===== config.mk =====
export PLATFORM = sky130hd
export DESIGN_NAME = mixer_nch
export DESIGN_NICKNAME = d
export VERILOG_FILES = /design/src/rtl/mixer_nch_pkg.sv /design/src/rtl/mixer_nch_sigma_delta_dac.sv /design/src/rtl/mixer_nch.sv
export SDC_FILE = /design/constraint.sdc
export NUM_CORES = 1
export LEC_CHECK = 0
export ABC_AREA = 1
export CAP_MARGIN = 10
export CORE_ASPECT_RATIO = 1.4
export CORE_MARGIN = 2
export CORE_UTILIZATION = 42
export DETAILED_ROUTE_END_ITERATION = 8
export PLACE_DENSITY = 0.63
export SLEW_MARGIN = 25
export SYNTH_ARGS = -nofsm -noshare
export SYNTH_HDL_FRONTEND = slang
export SYNTH_HIERARCHICAL = 1
export SYNTH_SLANG_ARGS = --single-unit

===== constraint.sdc =====
create_clock -name clk28 -period 3.2 [get_ports clk28]
set_input_delay 0.48 -clock clk28 [delete_from_list [all_inputs] [get_ports clk28]]
set_output_delay 0.48 -clock clk28 [all_outputs]
set_load 0.05 [all_outputs]

===== src/rtl/mixer_nch_pkg.sv =====
// Shared types and limits for the N-channel stereo mixer.
package mixer_nch_pkg;

    // Per-channel stereo routing: bit 0 feeds left, bit 1 feeds right.
    typedef enum logic [1:0] {
        PAN_OFF = 2'b00,
        PAN_L   = 2'b01,
        PAN_R   = 2'b10,
        PAN_LR  = 2'b11
    } pan_t;

    localparam int unsigned MIXER_MAX_CH = 16;

    function automatic logic pan_to_left(input pan_t pan);
        return pan[0];
    endfunction

    function automatic logic pan_to_right(input pan_t pan);
        return pan[1];
    endfunction

endpackage


===== src/rtl/mixer_nch_sigma_delta_dac.sv =====
// First-order sigma-delta 1-bit DAC: the output is the registered carry of a
// phase accumulator, so ones density equals din / 2^W.
module sigma_delta_dac
    import mixer_nch_pkg::*;
#(
    parameter int unsigned W = 11
) (
    input  logic         clk28,
    input  logic         rst,
    input  logic [W-1:0] din,
    output logic         dout
);

    logic [W:0] mod_q;
    logic [W:0] mod_d;

    // Drop the previous carry and add the new input; the new carry is the output bit.
    always_comb begin
        mod_d = {1'b0, mod_q[W-1:0]} + {1'b0, din};
    end

    // Modulator state register.
    always_ff @(posedge clk28 or posedge rst) begin
        if (rst) begin
            mod_q <= '0;
        end else begin
            mod_q <= mod_d;
        end
    end

    assign dout = mod_q[W];

endmodule


===== src/rtl/mixer_nch.sv =====
// N-channel stereo mixer: one time-shared adder walks the channels slot by
// slot, latches stereo sums once per pass, and feeds two sigma-delta DACs.
// Optional per-channel attenuation shifter enabled by defining MIXER_ATTEN_EN.
module mixer_nch
    import mixer_nch_pkg::*;
#(
    parameter int unsigned CHANNELS = 6,
    parameter int unsigned WIDTH    = 8
) (
    input  logic                                 clk28,
    input  logic                                 rst,
    input  logic                                 en,
    input  logic [CHANNELS*WIDTH-1:0]            ch_data,
    input  logic [CHANNELS*2-1:0]                ch_pan,
    input  logic [CHANNELS*2-1:0]                ch_atten,
    output logic [WIDTH+$clog2(CHANNELS)-1:0]    sum_l,
    output logic [WIDTH+$clog2(CHANNELS)-1:0]    sum_r,
    output logic                                 mix_valid,
    output logic                                 dac_l,
    output logic                                 dac_r
);

    localparam int unsigned SLOT_W = $clog2(CHANNELS);
    localparam int unsigned SUM_W  = WIDTH + $clog2(CHANNELS);
    localparam logic [SLOT_W-1:0] LAST_SLOT = SLOT_W'(CHANNELS - 1);

    logic [SLOT_W-1:0] slot_q,  slot_d;
    logic [SUM_W-1:0]  acc_l_q, acc_l_d;
    logic [SUM_W-1:0]  acc_r_q, acc_r_d;
    logic [SUM_W-1:0]  sum_l_q, sum_l_d;
    logic [SUM_W-1:0]  sum_r_q, sum_r_d;
    logic              mix_valid_q, mix_valid_d;

    logic [WIDTH-1:0]  raw_sample;
    logic [WIDTH-1:0]  sample;
    pan_t              pan;
    logic [SUM_W-1:0]  contrib_l;
    logic [SUM_W-1:0]  contrib_r;

    // Pick the current slot's sample and pan; route the contribution per side.
    always_comb begin
        raw_sample = ch_data[slot_q*WIDTH +: WIDTH];
        pan        = pan_t'(ch_pan[slot_q*2 +: 2]);
        contrib_l  = pan_to_left(pan)  ? SUM_W'(sample) : '0;
        contrib_r  = pan_to_right(pan) ? SUM_W'(sample) : '0;
    end

`ifdef MIXER_ATTEN_EN
    assign sample = raw_sample >> ch_atten[slot_q*2 +: 2];
`else
    // Attenuation port kept for wiring compatibility but has no effect.
    logic unused_atten;
    assign unused_atten = ^ch_atten;
    assign sample       = raw_sample;
`endif

    // Slot sequencing: load at slot 0, accumulate in the middle, latch at the last slot.
    always_comb begin
        slot_d      = slot_q;
        acc_l_d     = acc_l_q;
        acc_r_d     = acc_r_q;
        sum_l_d     = sum_l_q;
        sum_r_d     = sum_r_q;
        mix_valid_d = 1'b0;
        if (en) begin
            slot_d = (slot_q == LAST_SLOT) ? '0 : slot_q + SLOT_W'(1);
            if (slot_q == '0) begin
                acc_l_d = contrib_l;
                acc_r_d = contrib_r;
            end else if (slot_q != LAST_SLOT) begin
                acc_l_d = acc_l_q + contrib_l;
                acc_r_d = acc_r_q + contrib_r;
            end else begin
                sum_l_d     = acc_l_q + contrib_l;
                sum_r_d     = acc_r_q + contrib_r;
                mix_valid_d = 1'b1;
            end
        end
    end

    // Mixer state registers; reset discards any partial pass.
    always_ff @(posedge clk28 or posedge rst) begin
        if (rst) begin
            slot_q      <= '0;
            acc_l_q     <= '0;
            acc_r_q     <= '0;
            sum_l_q     <= '0;
            sum_r_q     <= '0;
            mix_valid_q <= 1'b0;
        end else begin
            slot_q      <= slot_d;
            acc_l_q     <= acc_l_d;
            acc_r_q     <= acc_r_d;
            sum_l_q     <= sum_l_d;
            sum_r_q     <= sum_r_d;
            mix_valid_q <= mix_valid_d;
        end
    end

    assign sum_l     = sum_l_q;
    assign sum_r     = sum_r_q;
    assign mix_valid = mix_valid_q;

    sigma_delta_dac #(.W(SUM_W)) u_dac_l (
        .clk28 (clk28),
        .rst   (rst),
        .din   (sum_l_q),
        .dout  (dac_l)
    );

    sigma_delta_dac #(.W(SUM_W)) u_dac_r (
        .clk28 (clk28),
        .rst   (rst),
        .din   (sum_r_q),
        .dout  (dac_r)
    );

endmodule


==> impl_metrics.toml, run 1 <==
[run_status]
status = "complete, no violations"

[routing]
wl_microns = 13100
drc = 0
ant_nets = 0
drt-pass1-iter-count = 4
viasPerCell = 4.84
drt_iter0_drc = 243
wl_per_cell_microns = 12.2
num_vias = 5199

[worst_setup_path]
worst_path_largest_cell_delay_ns = 0.45
crit_path_cell_trace = "buf_4 -> nor2_4 -> nand2_1 -> nand2_1 -> nor2_1 -> o21ai_2 -> nand2_1 -> inv_1 -> ha_1 -> inv_1 -> fa_1 -> nand3b_1 -> nand2_1 -> nand2_1 -> nand2_1 -> nand2_1 -> nand2_1 -> nand2_1 -> nand2_1 -> nand2_1"
slowest_stage = "dfrtp_1"
crit_path_end_kind = "register"
worstReg2RegEnd = "sum_l[10]$_DFFE_PP0P_"
required_ns = 3.43
timing.rr.start = "slot_q[0]$_DFFE_PP0P_"
cp_max_fo = 23
cp-start-kind = "register"
r2r_slack_ns = 0.32
cp.arrival_ns = 3.11
worstSetupPathType = "reg2reg"
cpMostUsedCell = "nand2_1"
worst_r2r_path_depth = 20
worstSetupStartpoint = "slot_q[0]$_DFFE_PP0P_"

[synthesis]
netlist_area_sq_mm = 0.00556
synth-simple-area-share = 0.417
synth_seq_cells = 72
syn-num-nets = 944
postSynthCellCount = 827
netlist.area_leader.share = 0.324
ys_types = 31
synth-compound-area-share = 0.0439
synth_seq_area_share = 0.324
netlist_top_cells_area = "dfrtp_1 32%, nand2_1 26%, ha_1 8.6%, nand3_1 6.4%, inv_1 5.9%"
synth-xor-area-share = 0.0221
syn_area_per_cell_sq_um = 6.72
synth.area.mux_share = 0
synth_top_family_by_area = "simple AND/OR/NAND/NOR gates"
synth_top_cell_by_area = "dfrtp_1"
synth_adder_area_share = 0.100
yosysWarningCount = 6

[clock_tree]
ctsLongestPathBuffers = 2
htreeDepth = 3
numClockSinks = 72
cts_root_buf = "clkbuf_16"
insertion_delay_ns = 0.33
cts_made_buffers = 9
clkTransAtPathRegs_ns = 0.06
cts_tree = "built"
hold_buffers = 0

[die]
start_util = 0.432
die_x_microns = 101
rows = 49
design.core.area_sq_mm = 0.0129
die_h_microns = 140
io_pins = 100
die-area_sq_mm = 0.0142

[sta]
final_max_slew_viol_count = 0
clock-skew-final_ns = 0.00642
rsz0062_at_grt = "false"
final-hold-violation-count = 0
setup_tns_ns = 0
slew-limit-headroom = 0.651
finalSetupViolCount = 0
fin_crit_ns = 2.88
setup_ws_ns = 0.321
fmax_mhz = 347
fin_crit_sh = 0.900
worst_pin_slew_ns = 0.523

[global_routing]
grt_start_max_net_pins = 33
grt_use_total = 0.202
grt_overflow = 0
grt_pass1_vias = 5127
antenna_found_initial = 0
grt_pass1_wl_microns = 23200

[finish]
drive_above_1_share = 0.0662
nNetsFinal = 1033
syn2layout_area_growth_pct = 23.4
antenna_cells = 0

[worst_hold_path]
hold_class = "reg2reg"
holdPathStages = 1
worstHoldStart = "u_dac_l/mod_q[0]$_DFF_PP0_"
holdPathEnd = "u_dac_l/mod_q[0]$_DFF_PP0_"

[run]
drv_cap = 0

[pwr]
powerDensity_mw_per_mm2 = 970
ir_worst_vdd_v = 0.000303
p_leak_nw = 3.90

[placement]
io_buffers = 87
hpwl_microns = 10400
gp_congestion = 0.852
dp_slack_ns = 0.211
-- synth_stat cells, drive strengths merged --
library cell    n
nand3          73
xnor2           5
dfrtp          72
fa              4
buf            18
clkbuf          1
o21ai          10
a22oi           4
xor2            9
ha             38
nand3b         12
a21oi          23
or2             3
nor3            5
a21boi          5
nand4           6
nor2           49
nand2         396
inv            94
-- layout by cell type (no fill, tap or decap), drive strengths merged --
cell             n
ha              38
dfrtp           72
inv             95
nand3b          12
bufinv           2
clkinv           3
clkbuf           9
xnor2            5
nand4            6
xor2             9
a22oi            4
nor2            49
buf             10
fa               4
clkdlybuf4s50   87
o21ai           10
clkinvlp         1
a21boi           5
nand2          396
nand3           73
or2              3
nor3             5
a21oi           23
-- worst max path at each step --
stage                         endpoint  slack [ns]  depth (start not counted)
2_1_floorplan    sum_l[10]$_DFFE_PP0P_        0.62                         24
3_3_place_gp     sum_l[10]$_DFFE_PP0P_        0.22                         19
3_5_place_dp   acc_l_q[10]$_DFFE_PP0P_        0.21                         19
4_1_cts          sum_l[10]$_DFFE_PP0P_        0.22                         20
5_1_grt          sum_l[10]$_DFFE_PP0P_       0.008                         21
6_report         sum_l[10]$_DFFE_PP0P_        0.32                         20
-- cells by family after synthesis --
kind of cell             after synthesis
flip-flops                            72
AO/OA/AOI/OAI                         42
XOR/XNOR                              14
buffers and inverters                113
AND/OR/NAND/NOR                      544
adder cells (fa/ha/maj)               42
-- area by class of cell --
cell class              instances  area (sq um)
well taps                     153           191
clock buffers                   9           225
flip-flops and latches         72          1800
fillers                      1316          6020
multi-input cells             642          3240
clock inverters                 7          95.1
repair buffers                 97           946
inverters                      94           358
-- metrics by stage --
stage	power [mW]	hold WS [ns]	utilization	instance area (sq um)	instances
floorplan	4.60	0.345	-	5560	827
global placement	5.55	0.453	0.507	6530	1058
detailed placement	5.58	0.463	0.507	6530	1058
CTS	6.73	0.476	0.532	6850	1074
finish	6.65	0.472	0.532	6860	1074
global route	7.32	0.491	0.532	6860	1074
-- critical path, delay by kind of cell (launching register included) --
kind	cells	cell delay, ns
AO/OA/AOI/OAI	1	0.19
adder cells (fa/ha/maj)	2	0.56
buffers and inverters	3	0.38
flip-flops	1	0.45
AND/OR/NAND/NOR	14	1.18
-- what timing repair did --
action / in CTS / in global routing
setup buffers: 0 / 0
setup endpoints to repair: 0 / 5
gates resized for setup: 0 / 1
-- power breakdown --
part	internal, mW	total [mW]	switching (mW)	leakage, nW
Combinational	1.45	3.95	2.50	2.82
Clock	0.684	1.10	0.411	0.156
Sequential	1.31	1.61	0.300	0.916
-- routing by layer --
layer,GRT usage,up-vias,share of wire
met5,0,-,0
met4,0.0697,0,0.021
met3,0.0334,16,0.036
met2,0.352,125,0.50
met1,0.249,2289,0.44
li1,-,2769,-
-- registers in the layout (all words and copies together), names as in the netlist --
register and cells:
u_dac_l/mod_q 12, u_dac_r/mod_q 12, acc_l_q 11, acc_r_q 11, sum_l 11, sum_r 11, slot_q 3, mix_valid 1
No activity file was read; power rests on OpenSTA's default activity.
==> inputs of run 2 (changes only) <==
--- a/config.mk
+++ b/config.mk
@@ -9,9 +9,9 @@
 export CAP_MARGIN = 10
 export CORE_ASPECT_RATIO = 1.4
 export CORE_MARGIN = 2
-export CORE_UTILIZATION = 42
+export CORE_UTILIZATION = 40
 export DETAILED_ROUTE_END_ITERATION = 8
-export PLACE_DENSITY = 0.63
+export PLACE_DENSITY = 0.61
 export SLEW_MARGIN = 25
 export SYNTH_ARGS = -nofsm -noshare
 export SYNTH_HDL_FRONTEND = slang
==> run 2 against run 1 <==
Final cell count rose by 2.7%. Final area fell by 0.35%. Sequential share of layout area rose by 0.11 points. Setup slack improved by 0.029 ns. Clock-buffer cell count rose by 2. Core utilization fell by 3.5 points. Sequential power barely moved. Largest cell class unchanged. Largest power group unchanged.
==> impl_metrics.toml, run 2 (same netlist as run 1, synthesis figures left out) <==
[routing]
ant_nets = 0
drt-pass1-iter-count = 5
wl_per_cell_microns = 12.0
num_vias = 5187
viasPerCell = 4.70
drc = 0
wl_microns = 13300
drt_iter0_drc = 215

[finish]
fillerInstances = 1451
top_regs = "u_dac_l/mod_q (12), u_dac_r/mod_q (12)"
layout_common_cells = "388 x nand2_1, 87 x clkdlybuf4s50_1, 86 x inv_1, 71 x nand3_1, 70 x dfrtp_1"
nNetsFinal = 1032
final_common_cell = "nand2_1"
antenna_cells = 0
finish.utilization = 0.498
syn2layout_area_growth_pct = 22.9
drive_above_1_share = 0.0632

[clock_tree]
numClockSinks = 72
cts_made_buffers = 9
cts_tree = "built"
hold_buffers = 0
cts_root_buf = "clkbuf_16"
htreeDepth = 3
cts_setup_buffers = 0
clkTransAtPathRegs_ns = 0.06
ctsLongestPathBuffers = 2
insertion_delay_ns = 0.33

[worst_setup_path]
worst_r2r_path_depth = 20
timing.rr.start = "slot_q[0]$_DFFE_PP0P_"
worstSetupStartpoint = "slot_q[0]$_DFFE_PP0P_"
cp.arrival_ns = 3.08
crit_path_end_kind = "register"
cp_max_fo = 19
r2r_slack_ns = 0.35
worstSetupPathType = "reg2reg"
cp-start-kind = "register"
worstReg2RegEnd = "sum_l[10]$_DFFE_PP0P_"
setup.worst_path.end = "sum_l[10]$_DFFE_PP0P_"
required_ns = 3.43

[pwr]
internal_power_mw = 3.28
p_sw_mw = 3.20
seqPwrFrac = 0.247
p_leak_nw = 3.86
powerDensity_mw_per_mm2 = 948
netSwitchingFraction = 0.494
pwr-share-comb = 0.610
pwr-share-clk = 0.143
ir_worst_vdd_v = 0.000367

[die]
rows = 51
design.core.area_sq_mm = 0.0137
io_pins = 100
die-area_sq_mm = 0.0149
die_x_microns = 104
start_util = 0.405
die_h_microns = 143

[sta]
final_max_slew_viol_count = 0
setup_tns_ns = 0
final-hold-violation-count = 0
fin_crit_sh = 0.891
rsz0062_at_grt = "false"
clock-skew-final_ns = 0.00716
finalSetupViolCount = 0
fmax_mhz = 351
slew-limit-headroom = 0.650
worst_pin_slew_ns = 0.525
fin_crit_ns = 2.85

[global_routing]
grt_use_total = 0.190
grt_start_max_net_pins = 26
grt_pass1_wl_microns = 23200
grt_overflow = 0
grt_pass1_vias = 5154
antenna_found_initial = 0

[run_status]
status = "complete, no violations"

[placement]
gp_congestion = 0.855
io_buffers = 87
hpwl_microns = 10500

[run]
drv_cap = 0

[worst_hold_path]
hold_class = "reg2reg"
==> run 2: worst min path at each step <==
stage / startpoint / endpoint / slack, ns / depth (start not counted)
floorplan: rst / u_dac_l/mod_q[0]$_DFF_PP0_ / 0.34 / 1
global placement: u_dac_l/mod_q[0]$_DFF_PP0_ / u_dac_l/mod_q[0]$_DFF_PP0_ / 0.45 / 1
detailed placement: u_dac_r/mod_q[0]$_DFF_PP0_ / u_dac_r/mod_q[0]$_DFF_PP0_ / 0.46 / 1
CTS: u_dac_r/mod_q[0]$_DFF_PP0_ / u_dac_r/mod_q[0]$_DFF_PP0_ / 0.47 / 1
global route: u_dac_l/mod_q[0]$_DFF_PP0_ / u_dac_l/mod_q[0]$_DFF_PP0_ / 0.48 / 1
finish: u_dac_r/mod_q[0]$_DFF_PP0_ / u_dac_r/mod_q[0]$_DFF_PP0_ / 0.47 / 1
==> run 2: per-layer routing <==
metal | wire [microns] | track usage | vias to the layer above
li1 | - | - | 2765
met4 | 246 | 0.0661 | 0
met2 | 6750 | 0.359 | 102
met5 | 0 | 0 | -
met1 | 5780 | 0.218 | 2305
met3 | 493 | 0.0313 | 15
==> run 2: critical path, cell delays in order (launching register included) <==
cell and delay [ns]:
dfrtp_2 0.49, inv_4 0.10, buf_4 0.22, nand2_1 0.07
nand2_1 0.06, nand2_1 0.04, nand2_1 0.08, nand2_1 0.06
nand2_2 0.07, buf_4 0.18, nand2_1 0.11, fa_1 0.45
nand3b_1 0.19, nand2_1 0.13, nand2_1 0.06, nand2_1 0.12
nand2_1 0.07, nand2_1 0.06, nand2_1 0.06, nand2_1 0.06
nand2_1 0.05
==> run 2: power by group through the flow <==
stage | Combinational (mW) | Sequential [mW] | Clock [mW]
floorplan | 2.69 | 1.92 | 0
global placement | 3.92 | 1.61 | 0
detailed placement | 3.95 | 1.62 | 0
CTS | 3.98 | 1.61 | 0.947
global route | 4.46 | 1.66 | 0.977
finish | 3.95 | 1.60 | 0.926
==> run 2: repair_timing <==
item,CTS,global route
hold endpoints to repair,0,0
setup endpoints to repair,0,7
gates resized for setup,0,2
==> run 2: stage by stage <==
step                      cell area [sq um]  cells  total power, mW  hold slack [ns]  setup WS [ns]
final                                  6830   1103             6.47            0.469          0.350
after global routing                   6830   1103             7.10            0.481         0.0134
after CTS                              6830   1103             6.54            0.473          0.180
after detailed placement               6570   1089             5.57            0.460          0.165
after global placement                 6570   1089             5.53            0.453          0.182
after floorplan                        5560    827             4.60            0.345          0.621
==> run 2: final cells by class <==
cell class	instances	area, sq um	area share
multi-input cells	642	3240	0.474
flip-flops and latches	72	1800	0.264
repair buffers	96	938	0.137
inverters	94	358	0.0524
clock buffers	11	243	0.0355
well taps	185	231	0.0339
clock inverters	3	20.0	0.00293
==> inputs of run 3 (changes only) <==
==> constraint.sdc (replaced) <==
create_clock -name clk28 -period 2.9 [get_ports clk28]
set_input_delay 0.435 -clock clk28 [delete_from_list [all_inputs] [get_ports clk28]]
set_output_delay 0.435 -clock clk28 [all_outputs]
set_load 0.05 [all_outputs]
==> run 3 against run 2 <==
Clock power up 30%. Via count up 1.2%. Register-to-register slack worse by 0.11 ns. First-iteration DRC count down 1.9%. Routed wire length up 0.46%. Non-clock buffer count up 14. Sequential cell count unchanged. Clock skew up 0.0011 ns. Setup slack worse by 0.11 ns. Global-route usage down 0.48 points. Largest cell class unchanged. Largest power group unchanged.
==> impl_metrics.toml, run 3 (same netlist as run 1, synthesis figures left out) <==
[run_status]
status = "complete, no violations"

[clock_tree]
cts_made_buffers = 9
clkTransAtPathRegs_ns = 0.06
cts_tree = "built"
hold_buffers = 0
ctsLongestPathBuffers = 2
htreeDepth = 3
cts_root_buf = "clkbuf_16"
insertion_delay_ns = 0.34
numClockSinks = 72

[pwr]
pwr-share-comb = 0.605
p_leak_nw = 3.95
p_total_mw = 7.45
p_sw_mw = 3.57
ir_worst_vdd_v = 0.000389
internal_power_mw = 3.88
netSwitchingFraction = 0.479
powerDensity_mw_per_mm2 = 1060
pwr-share-clk = 0.161
seqPwrFrac = 0.235

[sta]
setup_ws_ns = 0.242
final_max_slew_viol_count = 0
fin_crit_ns = 2.66
slew-limit-headroom = 0.659
fin_crit_sh = 0.917
fmax_mhz = 376
final-hold-violation-count = 0
finalSetupViolCount = 0
worst_pin_slew_ns = 0.512
clock-skew-final_ns = 0.00827
whs_ns = 0.449

[worst_setup_path]
required_ns = 3.11
cpMostUsedCell = "nand2_1"
crit_path_end_kind = "register"
crit_path_cell_trace = "buf_6 -> buf_4 -> nand2_1 -> nand2_1 -> nand3_1 -> nand2_2 -> buf_4 -> buf_4 -> nand2_1 -> inv_1 -> ha_2 -> nand2_1 -> nand2_1 -> inv_1 -> nand2_1 -> nand2_1 -> nand2_1 -> nand2_1 -> nand3_1 -> nand3_1"
worst_path_largest_cell_delay_ns = 0.46
worstSetupPathType = "reg2reg"
r2r_slack_ns = 0.24
cp.arrival_ns = 2.87
cp_max_fo = 16
cp-start-kind = "register"
slowest_stage = "dfrtp_2"

[finish]
drive_above_1_share = 0.0890
layout_common_cells = "383 x nand2_1, 87 x clkdlybuf4s50_1, 86 x inv_1, 71 x nand3_1, 70 x dfrtp_1"
fin_area_sq_mm = 0.00701
finish.utilization = 0.511
top_regs = "u_dac_l/mod_q (12), u_dac_r/mod_q (12)"
antenna_cells = 0
syn2layout_area_growth_pct = 26.2
final_common_cell = "nand2_1"
nNetsFinal = 1046

[die]
rows = 51
die_x_microns = 104
start_util = 0.405
die_h_microns = 143
design.core.area_sq_mm = 0.0137
io_pins = 100
die-area_sq_mm = 0.0149

[run]
drv_cap = 0

[global_routing]
antenna_found_initial = 0
grt_overflow = 0
grt_start_max_net_pins = 34
grt_pass1_vias = 5077
grt_use_total = 0.186
grt_pass1_wl_microns = 22800

[routing]
drt-pass1-iter-count = 5
wl_microns = 13300
drt_iter0_drc = 211
wl_per_cell_microns = 11.9
drc = 0
ant_nets = 0
viasPerCell = 4.69
num_vias = 5247

[placement]
hpwl_microns = 10700
gp_congestion = 0.822
dp_slack_ns = -0.0336
io_buffers = 87
dpl_cell_area_sq_mm = 0.00666

[worst_hold_path]
hold_class = "in2async"
## run 3: cell count changes in the layout (fill, tap and decap cells not counted), sizes merged
| cell | previous run | this run |
|---|---|---|
| buf | 9 | 23 |
| bufinv | 0 | 2 |
| clkbuf | 11 | 9 |
| clkinv | 1 | 2 |
## run 3: cell type report
cell class              count  area, sq um
flip-flops and latches     72         1800
inverters                  94          358
fillers                  1408         6710
repair buffers            110         1050
clock inverters             6         85.1
multi-input cells         642         3260
clock buffers               9          225
well taps                 185          231
## run 3: path summary, 6_finish.rpt
kind / to / start / cells past startpoint
worst max register to register: acc_l_q[7]$_DFFE_PP0P_ / slot_q[0]$_DFFE_PP0P_ / 20
worst min register to register: u_dac_r/mod_q[0]$_DFF_PP0_ / u_dac_r/mod_q[0]$_DFF_PP0_ / 1
worst min-delay path: acc_r_q[8]$_DFFE_PP0P_ / rst / 2
max in group asynchronous: slot_q[0]$_DFFE_PP0P_ / rst / 3
worst max-delay path: acc_l_q[7]$_DFFE_PP0P_ / slot_q[0]$_DFFE_PP0P_ / 20
min in group clk28: u_dac_r/mod_q[0]$_DFF_PP0_ / u_dac_r/mod_q[0]$_DFF_PP0_ / 1
## run 3: what timing repair did
item | 4_1_cts | 5_1_grt
resized for setup | 0 | 12
endpoints found under the setup margin | 0 | 22
buffers inserted | 0 | 1
## run 3: power by group through the flow
stage | Sequential (mW) | Clock [mW] | Combinational [mW]
after global placement | 1.76 | 0 | 4.44
final | 1.75 | 1.20 | 4.51
after detailed placement | 1.77 | 0 | 4.49
after CTS | 1.76 | 1.22 | 4.53
after global routing | 1.81 | 1.26 | 5.08
after floorplan | 2.11 | 0 | 2.97
## run 3: per-layer routing
metal,GRT usage,vias to the layer above,wire [microns]
met2,0.351,109,6740
met1,0.216,2325,5930
met4,0.0597,0,260
met3,0.0272,18,405
li1,-,2795,-
met5,0,-,0
## run 3: worst max-delay path, delay by kind of cell, from the launching register on
kind	cells	cell delay [ns]
AND/OR/NAND/NOR	13	0.92
buffers and inverters	6	0.75
flip-flops	1	0.46
adder cells (fa/ha/maj)	1	0.37
## run 3: through the flow
step                std cells  setup TNS (ns)
finish                   1118               0
global route             1118       -0.000351
CTS                      1117               0
detailed placement       1102         -0.0703
global placement         1102         -0.0284
floorplan                 827               0
